**src/rtl/sink_pkg.sv**
```systemverilog
`default_nettype none
// ============================================================================
// Module      : sink_pkg
// Description : Shared types and helpers for the stream sink checker:
//               run-state encoding, lane width, signature helpers and the
//               throttle LFSR defaults.
// Revision    : 1.0 - initial release
// ============================================================================
package sink_pkg;

   // Run-state encoding shared by the checker and its bench.
   typedef enum logic [1:0] {
      IDLE = 2'd0,
      RUN  = 2'd1,
      DONE = 2'd2,
      TOUT = 2'd3
   } state_e;

   localparam int unsigned LANE_W     = 64;
   // Widest beat the fold helper accepts; narrower beats are zero-extended.
   localparam int unsigned MAX_DATA_W = 2048;

   // Fibonacci taps 16,14,13,11 expressed as a mask over bits [15:0].
   localparam logic [15:0] SINK_LFSR_TAPS = 16'hB400;
   localparam logic [15:0] SINK_LFSR_SEED = 16'hACE1;

   // XOR of the first `lanes` 64-bit lanes of a beat.
   function automatic logic [LANE_W-1:0] fold64(input logic [MAX_DATA_W-1:0] d,
                                                input int unsigned lanes);
      logic [LANE_W-1:0] acc;
      acc = '0;
      for (int unsigned i = 0; i < MAX_DATA_W / LANE_W; i++) begin
         if (i < lanes) begin
            acc = acc ^ d[i*LANE_W +: LANE_W];
         end
      end
      return acc;
   endfunction

   // Rotate a 64-bit signature left by one bit.
   function automatic logic [LANE_W-1:0] rotl1(input logic [LANE_W-1:0] x);
      return {x[LANE_W-2:0], x[LANE_W-1]};
   endfunction

endpackage : sink_pkg
`default_nettype wire

```
**src/rtl/stream_sink_lfsr.sv**
```systemverilog
`default_nettype none
// ============================================================================
// Module      : stream_sink_lfsr
// Description : 16-bit Fibonacci LFSR used to throttle the sink read strobe.
//               Loads SEED on reset and on load; steps when advance is high.
// Revision    : 1.0 - initial release
// ============================================================================
module stream_sink_lfsr
   import sink_pkg::*;
#(
   parameter logic [15:0] SEED = SINK_LFSR_SEED,
   parameter logic [15:0] TAPS = SINK_LFSR_TAPS
) (
   input  logic        clk,
   input  logic        reset,
   input  logic        load,
   input  logic        advance,
   output logic [15:0] lfsr
);

   logic [15:0] lfsr_q;
   logic [15:0] lfsr_d;

   // Next value: reseed on load, otherwise shift in the tap parity.
   always_comb begin
      lfsr_d = lfsr_q;
      if (load) begin
         lfsr_d = SEED;
      end else if (advance) begin
         lfsr_d = {lfsr_q[14:0], ^(lfsr_q & TAPS)};
      end
   end

   // LFSR state register.
   always_ff @(posedge clk or posedge reset) begin
      if (reset) begin
         lfsr_q <= SEED;
      end else begin
         lfsr_q <= lfsr_d;
      end
   end

   assign lfsr = lfsr_q;

endmodule : stream_sink_lfsr
`default_nettype wire

```
**config.mk**
```make
export PLATFORM = sky130hd
export DESIGN_NAME = stream_sink_lfsr
export DESIGN_NICKNAME = d
export VERILOG_FILES = /design/src/rtl/sink_pkg.sv /design/src/rtl/stream_sink_lfsr.sv
export SDC_FILE = /design/constraint.sdc
export NUM_CORES = 1
export LEC_CHECK = 0
export ABC_AREA = 1
export BUFFER_PORTS_ARGS = -buffer_cell sky130_fd_sc_hd__buf_2
export CORE_AREA = 5 5 46 48
export CTS_BUF_LIST = sky130_fd_sc_hd__clkbuf_2 sky130_fd_sc_hd__clkbuf_4 sky130_fd_sc_hd__clkbuf_8
export CTS_CLUSTER_DIAMETER = 60
export CTS_CLUSTER_SIZE = 24
export DETAILED_ROUTE_END_ITERATION = 8
export DIE_AREA = 0 0 51 53
export PLACE_DENSITY = 0.66
export SYNTH_ARGS = -nofsm -noshare
export SYNTH_HDL_FRONTEND = slang
export SYNTH_SLANG_ARGS = --single-unit
```
**constraint.sdc**
```tcl
create_clock -name clk -period 1.2 [get_ports clk]
set_clock_uncertainty 0.1 [all_clocks]
set_input_delay 0.18 -clock clk [delete_from_list [all_inputs] [get_ports clk]]
set_output_delay 0.18 -clock clk [all_outputs]
set_load 0.03 [all_outputs]
```
# Yosys cells after proc, flatten, opt, wreduce, memory -nomap -nowiden
# Cells that the tools add are included.
# Widths: inputs -> output; s select.
[totals] ff_bits=16 latchBits=0 ram_bits=0 mem_bits_ro=0 input_bits=4 output_inout_bits=16 wordCells=5 n_memories=0
[classes] add_sub_neg=0 multipliers=0 n_div=0 magnitude_cmp=0 n_eq_ne=0 shift=0 n_mux=2 bitwise=0 n_reduce_logical=2
[ops] cell="$mux 16" n=2
[ops] cell="$reduce_xor 16->1" n=1
[ops] cell="$reduce_bool 2->1" n=1

# Logic depth before layout (Yosys ltp)
[depth] ltp_word=3 depth_mapped=6 depth_no_buf=6

# Worst setup path after synthesis
# Ideal clock, no wire load.
[synth_path] path_kind="flip-flop to flip-flop" startpoint="register lfsr_q[15], in the netlist lfsr[15]" endpoint="register lfsr_q[0], in the netlist lfsr[0]" setup_ps=60 arrival_ps=972 setup_slack_ps=68 path_stages_with_launch=7 path_cell_list="dfstp_2 -> inv_1 -> nand2_1 -> nand2_1 -> nand2_1 -> nand3_1 -> nand2_1"
[synth_via] elab_chain_len=3
[synth_rtl] item="start: declaration" line="stream_sink_lfsr.sv:21" rtl="logic [15:0] lfsr_q;"
[synth_rtl] item="start signal: assignment" line="stream_sink_lfsr.sv:39" rtl="lfsr_q <= lfsr_d;"
[synth_rtl] item="$reduce_xor 16->1" line="stream_sink_lfsr.sv:30" rtl="lfsr_d = {lfsr_q[14:0], ^(lfsr_q & TAPS)};"
[synth_rtl] item="$mux 16" line="stream_sink_lfsr.sv:29" rtl="end else if (advance) begin"
[synth_rtl] item="$mux 16" line="stream_sink_lfsr.sv:27" rtl="if (load) begin"
# Every way passes these cells. The select of a mux whose other input is x is not followed.
# A chain may end at the register's enable or synchronous reset.

# Worst setup path in the final report
[layout_path] startpoint="register lfsr_q[15], in the netlist lfsr[15]" endpoint="output port lfsr[15]"
[layout_lines] item="end: declaration" line="stream_sink_lfsr.sv:18" rtl="output logic [15:0] lfsr"
# No word-level cell between the ends.

==> flow_metrics.env <==
export IMPL_crit_arrival_ps=970
export IMPL_grt_first_pass_wirelength_um=2615
export IMPL_clk_latency_ps=280
export IMPL_violations="negative setup slack"
export IMPL_htreeDepth=1
export IMPL_ys_ff_latch=16
export IMPL_dieArea_um2=2703
export IMPL_clock_path_buffers=2
export IMPL_setup_viol=8
export IMPL_wl_um=1556
export IMPL_synth_edf_count=0
export IMPL_grt_pass1_vias=612
export IMPL_gp_congestion=0.7442
export IMPL_dp_slack_ps=156.0
export IMPL_syn_area_per_cell_um2=10.58
export IMPL_clock_sinks=16
export IMPL_max_clock_freq_ghz=0.7978
export IMPL_wire_per_inst_um=13.41
export IMPL_antenna_found_initial=0
export IMPL_worst_pin_slew_ps=266.1
export IMPL_critPathCaptureType="output port"
export IMPL_portBuffers=19
export IMPL_fillerInstances=155
export IMPL_root_buffer="clkbuf_4"
export IMPL_power_w=0.001252
export IMPL_slowest_delay_ps=560
export IMPL_synthMostInstantiatedCell="inv_1"
export IMPL_required_ps=920
export IMPL_core_rowCount=15
export IMPL_drtIter0Drc=9
export IMPL_holdWs_ps=58.14
export IMPL_die_h_um=53
export IMPL_clockPowerShare_pct=27.6
export IMPL_syn_inst=68
export IMPL_seq_area_frac_synth_pct=57.04
export IMPL_drc=0
export IMPL_seqPwrFrac_pct=48.8
export IMPL_ys_warn_count=0
export IMPL_min_period_over_period_pct=104.5
export IMPL_clkTransAtPathRegs_ps=90
export IMPL_synth_top_area_share_pct=29.22
export IMPL_crit_chain="buf_6"
export IMPL_crit_family="flip-flops"
export IMPL_timing_critical_path_buf_inv=1
export IMPL_detail_route_antenna_nets=0
export IMPL_antennaDiodeCount=0
export IMPL_power_combinational_fraction_pct=23.6
export IMPL_hold_path_class="input port to register"
export IMPL_synth_area_um2=719.4
export IMPL_ir_worst_vdd_mv=0.6676
export IMPL_synthTopCellsByArea="dfstp_2 29%, dfrtp_1 28%, o22ai_2 12%, a22oi_1 7.3%, inv_1 7.3%"
export IMPL_finalHoldViolCount=0
export IMPL_seqCellArea_um2=410.4
export IMPL_tns_ps=-302.8
export IMPL_drv_cap=0
export IMPL_synth_top_cells_by_count="14 x inv_1, 13 x nand2_1, 8 x dfrtp_1, 8 x dfstp_2"
export IMPL_crit_type="register to output port"
export IMPL_grt_overflow=0
export IMPL_drive_gt1_share_pct=52.53
export IMPL_cts_buffers=3
export IMPL_cp_max_fo=2
export IMPL_slew_violations=0
export IMPL_hpwl_um=1081
export IMPL_largest_reg_flops=16
export IMPL_syn_nets=72
export IMPL_internal_power_w=0.0008868
export IMPL_firstDrtPassIters=4
export IMPL_fin_nets=104
export IMPL_net_switching_power_w=0.0003656
export IMPL_period_needed_ps=1253
export IMPL_cp_start_kind="register"
export IMPL_multi_input_area_um2=235.2
export IMPL_area_delta_synth_final_pct=37.74
export IMPL_status="complete, but fails checks"
export IMPL_pin_count=20
export IMPL_die_x_um=51
export IMPL_vias=583
export IMPL_cts_tree="yes"
export IMPL_worst_path_max_delay_cell="dfstp_2"
export IMPL_synth_flop_cell="dfstp_2"
export IMPL_core_um2=1670
export IMPL_power_density_nw_per_um2=1264
export IMPL_track_usage_pct=13.22
export IMPL_viasPerCell=5.026
export IMPL_slew_headroom_pct=82.22
export IMPL_leakage_nw=0.5125
export IMPL_synth_top_area_cell="dfstp_2"
export IMPL_rsz0062_at_grt="yes"
export IMPL_yosys_cell_types_count=13
export IMPL_async_reset_ff_share_pct=100.0
export IMPL_grt_max_degree=17
export IMPL_switching_share_pct=29.19
export IMPL_final_setup_worst_slack_ps=-53.47
export IMPL_initial_core_util_pct=43.07
==> layout make-up <==
class,instances,share of cell area [%]
tap,17,2.146
inverter,19,7.449
sequential,16,41.41
timing repair buffer,27,21.59
clock buffer,4,3.662
multi-input combinational,33,23.74
==> kinds of logic (layout without fill, tap and decap cells) <==
| group | count (synthesis) | in the layout | synth area share (%) |
|---|---|---|---|
| AOI/OAI and AO/OA | 16 | 16 | 20.87 |
| xor gates and xnor gates | 1 | 1 | 1.218 |
| buffers and inverters | 19 | 50 | 10.26 |
| DFF | 16 | 16 | 57.04 |
| and+or+nand+nor | 16 | 16 | 10.61 |
==> stage by stage <==
stage	area (um2)	util, %	instances
6_report	991.0	59.33	116
5_1_grt	991.0	59.33	116
4_1_cts	979.7	58.65	115
3_5_place_dp	850.8	50.94	106
3_3_place_gp	850.8	50.94	106
2_1_floorplan	719.4	-	68
==> worst paths after layout <==
kind	from	end	slack, ps	cells after the start
setup reg to reg	lfsr[15]	lfsr[0]	10	7
min in group asynchronous	reset	lfsr[9]	330	4
hold reg to reg	lfsr[5]	lfsr[6]	410	2
setup / recovery	lfsr[15]	lfsr[15]	-50	1
max in group asynchronous	reset	lfsr[13]	420	4
hold / removal	advance	lfsr[0]	60	3
==> layout by cell type (no fill, tap or decap), drive strengths merged <==
| master | count |
|---|---|
| inv | 19 |
| dfrtp | 8 |
| o22ai | 7 |
| buf | 26 |
| nor2 | 2 |
| xnor2 | 1 |
| a21oi | 1 |
| o21ai | 1 |
| nand3 | 1 |
| clkbuf | 4 |
| dlygate4sd3 | 1 |
| nand2 | 13 |
| a22oi | 7 |
| dfstp | 8 |
==> metal layers <==
| layer | vias up | track usage, % | share of wire, % |
|---|---|---|---|
| li1 | 283 | - | - |
| met1 | 281 | 15.79 | 43 |
| met2 | 15 | 21.24 | 52 |
| met3 | 4 | 2.535 | 4.1 |
| met4 | 0 | 9.417 | 1.4 |
| met5 | - | 0 | 0 |
==> repair_timing <==
action / in CTS / in global routing
hold buffers: 1 / 0
endpoints found under the hold margin: 8 / 0
endpoints found under the setup margin: 9 / 10
pin swaps: 0 / 0
buffers inserted: 4 / 1
resized for setup: 17 / 1
==> power by group through the flow <==
stage	logic (W)	clock network, W	registers, W
after floorplan	0.000101	0	0.000689
after global placement	0.000238	0	0.000619
after detailed placement	0.000241	0	0.000621
after CTS	0.000289	0.000360	0.000610
after global routing	0.000317	0.000374	0.000617
final	0.000295	0.000346	0.000611
Note: power is estimated with default switching activity, not from simulation.
